### src/rtl/rf_pkg.sv
// Shared types and default parameter values for the parametrised register file.
package rf_pkg;

    // Bulk-clear sequencer states.
    typedef enum logic {
        IDLE  = 1'b0,
        CLEAR = 1'b1
    } state_e;

    localparam int W_DEF         = 32;
    localparam int DEPTH_DEF     = 16;
    localparam int PC_OFFSET_DEF = 8;

endpackage

### src/rtl/rf_clear_ctrl.sv
// Bulk-clear sequencer for the register file.
//
//   state | meaning
//   ------+---------------------------------------------------------------
//   IDLE  | normal operation; writes and bypass enabled; waits for clr_req
//   CLEAR | zeroes one GP register per cycle at index cnt, 0..DEPTH-2;
//         | GP writes are dropped and bypass is disabled
//
// The write gating lives here because it depends only on the sequencer state.
// Keeping it here leaves the storage in the top as a plain enable-driven array.
module rf_clear_ctrl
    import rf_pkg::*;
#(
    parameter int DEPTH = DEPTH_DEF,
    parameter int AW    = $clog2(DEPTH)
) (
    input  logic          clk,
    input  logic          reset,
    input  logic          clr_req,
    input  logic          reg_write,
    input  logic [AW-1:0] wr_addr,
    output logic          busy,
    output logic          clr_done,
    output logic          wr_drop,
    output logic          wr_en,
    output logic          bypass_en,
    output logic          clr_en,
    output logic [AW-1:0] clr_idx
);

    localparam logic [AW-1:0] PC_IDX  = AW'(DEPTH - 1);
    localparam logic [AW-1:0] LAST_GP = AW'(DEPTH - 2);

    state_e        state, state_nxt;
    logic [AW-1:0] cnt, cnt_nxt;
    logic          done_q, done_nxt;
    logic          wr_to_gp;

    // Sequencer state, index counter and the registered completion pulse.
    always_ff @(posedge clk or posedge reset) begin
        if (reset) begin
            state  <= IDLE;
            cnt    <= '0;
            done_q <= 1'b0;
        end else begin
            state  <= state_nxt;
            cnt    <= cnt_nxt;
            done_q <= done_nxt;
        end
    end

    // Next-state logic. A clear request in CLEAR is ignored rather than queued.
    always_comb begin
        state_nxt = state;
        cnt_nxt   = cnt;
        done_nxt  = 1'b0;
        clr_en    = 1'b0;
        case (state)
            IDLE: begin
                if (clr_req) begin
                    state_nxt = CLEAR;
                    cnt_nxt   = '0;
                end
            end
            CLEAR: begin
                clr_en  = 1'b1;
                cnt_nxt = cnt + 1'b1;
                if (cnt == LAST_GP) begin
                    state_nxt = IDLE;
                    cnt_nxt   = '0;
                    done_nxt  = 1'b1;
                end
            end
            default: begin
                state_nxt = IDLE;
                cnt_nxt   = '0;
            end
        endcase
    end

    // Write gating. PC-addressed writes are neither committed nor reported as dropped.
    always_comb begin
        wr_to_gp  = reg_write && (wr_addr != PC_IDX);
        wr_en     = wr_to_gp && !busy;
        wr_drop   = wr_to_gp && busy;
        bypass_en = reg_write && !busy;
    end

    assign busy     = (state == CLEAR);
    assign clr_done = done_q;
    assign clr_idx  = cnt;

endmodule

### src/rtl/reg_file_param.sv
// Parametrised register file: DEPTH-1 general-purpose registers plus a PC
// register at index DEPTH-1. There are two combinational read ports, with an
// offset on PC reads and write-to-read bypass. There is also a raw debug port
// and a sequential bulk clear.
module reg_file_param
    import rf_pkg::*;
#(
    parameter int W         = W_DEF,
    parameter int DEPTH     = DEPTH_DEF,
    parameter int PC_OFFSET = PC_OFFSET_DEF,
    parameter int AW        = $clog2(DEPTH)
) (
    input  logic          clk,
    input  logic          reset,
    input  logic          RegWrite,
    input  logic [AW-1:0] A1,
    input  logic [AW-1:0] A2,
    input  logic [AW-1:0] A3,
    input  logic [W-1:0]  WD3,
    input  logic [W-1:0]  R15_in,
    input  logic          clr_req,
    input  logic [AW-1:0] dbg_addr,
    output logic [W-1:0]  RD1,
    output logic [W-1:0]  RD2,
    output logic [W-1:0]  dbg_data,
    output logic [W-1:0]  pc_out,
    output logic          busy,
    output logic          clr_done,
    output logic          wr_drop
);

    localparam logic [AW-1:0] PC_IDX = AW'(DEPTH - 1);
    localparam logic [W-1:0]  PC_OFF = W'(PC_OFFSET);

    logic [W-1:0]  gp_regs [DEPTH-1];
    logic [W-1:0]  pc_reg;
    logic [W-1:0]  pc_plus;
    logic          wr_en;
    logic          bypass_en;
    logic          clr_en;
    logic [AW-1:0] clr_idx;

    rf_clear_ctrl #(
        .DEPTH (DEPTH),
        .AW    (AW)
    ) u_clear_ctrl (
        .clk       (clk),
        .reset     (reset),
        .clr_req   (clr_req),
        .reg_write (RegWrite),
        .wr_addr   (A3),
        .busy      (busy),
        .clr_done  (clr_done),
        .wr_drop   (wr_drop),
        .wr_en     (wr_en),
        .bypass_en (bypass_en),
        .clr_en    (clr_en),
        .clr_idx   (clr_idx)
    );

    // PC follows R15_in every cycle, including during a clear.
    always_ff @(posedge clk or posedge reset) begin
        if (reset) begin
            pc_reg <= '0;
        end else begin
            pc_reg <= R15_in;
        end
    end

    // GP storage. The controller never asserts clr_en and wr_en together.
    always_ff @(posedge clk or posedge reset) begin
        if (reset) begin
            for (int i = 0; i < DEPTH - 1; i++) begin
                gp_regs[i] <= '0;
            end
        end else if (clr_en) begin
            gp_regs[clr_idx] <= '0;
        end else if (wr_en) begin
            gp_regs[A3] <= WD3;
        end
    end

    assign pc_plus = pc_reg + PC_OFF;
    assign pc_out  = pc_reg;

    // Read port 1: PC reads take priority over the bypass.
    always_comb begin
        RD1 = '0;
        if (A1 == PC_IDX) begin
            RD1 = pc_plus;
        end else if (bypass_en && (A3 == A1)) begin
            RD1 = WD3;
        end else begin
            RD1 = gp_regs[A1];
        end
    end

    // Read port 2: same selection as port 1.
    always_comb begin
        RD2 = '0;
        if (A2 == PC_IDX) begin
            RD2 = pc_plus;
        end else if (bypass_en && (A3 == A2)) begin
            RD2 = WD3;
        end else begin
            RD2 = gp_regs[A2];
        end
    end

    // Debug port shows raw storage: no PC offset and no bypass.
    always_comb begin
        dbg_data = '0;
        if (dbg_addr == PC_IDX) begin
            dbg_data = pc_reg;
        end else begin
            dbg_data = gp_regs[dbg_addr];
        end
    end

endmodule

### config.mk
export PLATFORM = sky130hd
export DESIGN_NAME = reg_file_param
export DESIGN_NICKNAME = d
export VERILOG_FILES = /design/src/rtl/rf_pkg.sv /design/src/rtl/rf_clear_ctrl.sv /design/src/rtl/reg_file_param.sv
export SDC_FILE = /design/constraint.sdc
export NUM_CORES = 2
export LEC_CHECK = 0
export BUFFER_PORTS_ARGS = -buffer_cell sky130_fd_sc_hd__buf_2
export CAP_MARGIN = 5
export CORE_ASPECT_RATIO = 1.4
export CORE_MARGIN = 5
export CORE_UTILIZATION = 45
export DETAILED_ROUTE_END_ITERATION = 16
export PLACE_DENSITY = 0.72
export SYNTH_ARGS = -nofsm -noshare
export SYNTH_HDL_FRONTEND = slang
export SYNTH_HIERARCHICAL = 1
export SYNTH_SLANG_ARGS = --single-unit
### constraint.sdc
create_clock -name clk -period 14.8 [get_ports clk]
set_input_delay 1.48 -clock clk [delete_from_list [all_inputs] [get_ports clk]]
set_output_delay 1.48 -clock clk [all_outputs]
set_load 0.02 [all_outputs]
==> impl_metrics.csv <==
group,metric,value,unit
global_route,grt_max_degree,191,
pwr,power_density,109,nW/um^2
global_route,antenna_found_initial,13,
pwr,pwr-share-comb,21.1,%
yosys,yosys_warnings,6,
die,die-area,76200,um^2
worst_setup_path,ff2ff_path_depth,8,
status,violations,"max-capacitance violations, max-slew violations",
routing,vias,27800,
worst_setup_path,critical-path-top-delay-family,"simple AND/OR/NAND/NOR gates",
cts,cts_tree,"built",
yosys,synth_common_cells,"dfrtp_1 (518), a22o_1 (502), mux4_2 (280), clkbuf_1 (159), mux2i_1 (157)",
yosys,synthesis.area,31800,um^2
place,port_buffers,214,
routing,post_drt_wl_per_cell,38.1,um
yosys,synth.net_count,2589,
worst_setup_path,crit_type,"input port to output pin",
die,die_x,235,um
global_route,gr-usage-all-layers,33.7,%
yosys,synthDominantCellAreaShare,40.8,%
routing,drt_iter0_drc,4514,
cts,clockBufferDepth,3,
place,dpl.hpwl,76900,um
routing,final_antenna_net_count,0,
pwr,pwr-share-clk,38.7,%
die,fp.coreArea,70200,um^2
yosys,ys_seq_elements,518,
worst_setup_path,slowest_stage,"and3_1",
timing,slew_headroom,-0.00716,%
worst_setup_path,critPathCaptureType,"output pin",
yosys,ys_types,69,
timing,max_freq,136,MHz
finish,multi_input_area,17400,um^2
worst_setup_path,crit_buf_inv,3,
cts,clkSlewWorstSetupHoldPaths,0.06,ns
worst_setup_path,worstSetupStartpointType,"input port",
routing,routed_wl,133000,um
cts,clock_sinks,518,
die,initial_core_util,45.3,%
yosys,ys.flop_type,"dfrtp_1",
yosys,yosysMostFrequentCell,"dfrtp_1",
worst_setup_path,worstPathCellList,"buf_6 -> and2_1 -> and3_1 -> or3_1 -> buf_4 -> o32ai_1 -> a21oi_1 -> buf_2",
status,run_status,"finished with violations",
timing,timing.final.ws_setup,7.43,ns
pwr,pwr-share-seq,40.2,%
pwr,leakagePower,15.2,nW
timing,fin_crit_sh,49.8,%
pwr,vdd_ir_drop_max,0.0895,mV
yosys,synth_area_per_cell,12.7,um^2
die,num_rows,115,
timing,fin_crit,7.37,ns
finish,register_area,13000,um^2
yosys,yosysSeqAreaShare,40.8,%
cts,cts_inserted_buffers,56,
min_path,hold_class,"flop to flop",
worst_setup_path,cp.arrival,5.89,ns
finish,nets,2602,
pwr,power_switching,0.00130,W
cts,cts.htree.levels,2,
cts,clk_latency,0.65,ns
timing,slew_viol_final,1,
die,fp.dieH,325,um
worst_setup_path,required,13.32,ns
global_route,grt_pass1_wl,195000,um
finish,syn_to_final_growth,10.6,%
routing,drc,0,
timing,rsz0062_at_grt,"no",
timing,finClkSkew,0.0202,ns
global_route,gr-total-overflow,0,
die,io_pins,215,
yosys,synth_cells,2502,
pwr,cell_internal_pwr,0.00253,W
place,dp_slack,7.64,ns
cts,postCtsSetupBuffers,0,
global_route,grt_pass1_vias,29000,
timing,finalHoldWorstSlack,0.498,ns
cts,cts-root-buf,"clkbuf_16",
cts,ctsResizeCount,0,
pwr,sw_frac_of_total,33.9,%
worst_setup_path,cp_max_fo,72,
finish,utilization,50.1,%
timing,finalSetupViolations,0,
worst_setup_path,max_stage_delay,0.97,ns
flow_run,max_cap_viol_count,1,
yosys,synth_edf_count,0,
min_path,holdPathStages,1,
place,globalplace.congestion,0.927,
worst_setup_path,crit_cells,8,
routing,via_per_inst,7.94,
routing,dr.pass1.iters,6,
timing,tns,0,ns
timing,hold_viol_final,0,
cts,hold_buffers,0,
yosys,netlist.top_cell.by_area,"dfrtp_1",
finish,drive_above_1_share,29.1,%
timing,worst_slew_pin_slew,1.50,ns
yosys,ys_top_cells_by_area,"dfrtp_1 (41%), mux4_2 (20%), a22o_1 (14%), mux2i_1 (4.9%), clkbuf_1 (1.9%)",
yosys,synthArstFlopShare,100,%
finish,fillers,6082,
==> through the flow <==
stage	instance area (um^2)	std cells	power, W
6_report	35200	3501	0.00383
3_5_place_dp	33200	3393	0.00232
2_1_floorplan	31800	2502	0.00198
5_1_grt	35200	3499	0.00389
3_3_place_gp	33200	3393	0.00231
4_1_cts	35100	3495	0.00378
==> state kept, by name, indices dropped and copies added (netlist names) <==
register,flops
u_clear_ctrl/clr_done,1
u_clear_ctrl/clr_idx,4
pc_out,32
u_clear_ctrl/busy,1
gp_regs,480
==> path summary, 6_finish.rpt <==
check | slack [ns] | startpoint | endpoint
worst min-delay path | 0.50 | gp_regs[32] | gp_regs[32]
worst max-delay path | 7.43 | A2[1] | RD2[23]
min in group asynchronous | 0.80 | reset | u_clear_ctrl/busy
max in group asynchronous | 11.53 | reset | pc_out[14]
worst min register to register | 0.50 | gp_regs[32] | gp_regs[32]
worst max register to register | 10.92 | u_clear_ctrl/busy | gp_regs[476]
==> layout make-up <==
type	count	area share [%]
clock buffers	80	4.81
clock inverters	22	0.594
inverters	17	0.192
well taps	936	3.33
flip-flops and latches	518	36.9
multi-input cells	1640	49.4
diodes	6	0.0427
repair buffers	282	4.74
==> cell families after synthesis <==
kind of cell / share of synthesized area [%]
xor+xnor: 0.964
fa+ha+maj: 0.118
simple gates: 4.65
flops: 40.8
mux: 25.5
compound gates: 22.5
buf+inv: 5.52
==> layer usage <==
layer	global-route usage, %	up-vias	wire length, um
met2	49.2	2817	57200
li1	-	10200	-
met1	39.2	13800	41700
met4	26.4	6	13600
met3	13.7	900	20700
met5	0.189	-	36
==> power groups by stage <==
stage	sequential, W	combinational (W)	clock, W
2_1_floorplan	0.00154	0.000443	0
3_3_place_gp	0.00155	0.000751	0
3_5_place_dp	0.00156	0.000762	0
4_1_cts	0.00154	0.000765	0.00148
5_1_grt	0.00155	0.000812	0.00153
6_report	0.00154	0.000808	0.00148
==> cells in the final DEF, fill, tap and decap left out, drive strengths merged, types with 19 or more instances in the layout <==
cell,instances
a31oi,34
xnor2,22
o21a,19
o221ai,42
clkbuf,83
nand3,27
mux2i,157
buf,279
a221oi,58
o22ai,28
a21oi,32
inv,19
dfrtp,518
o21ai,57
nand2,93
mux4,283
nor2,45
a22o,502
a22oi,39
Power figures use the tool's default switching activity.
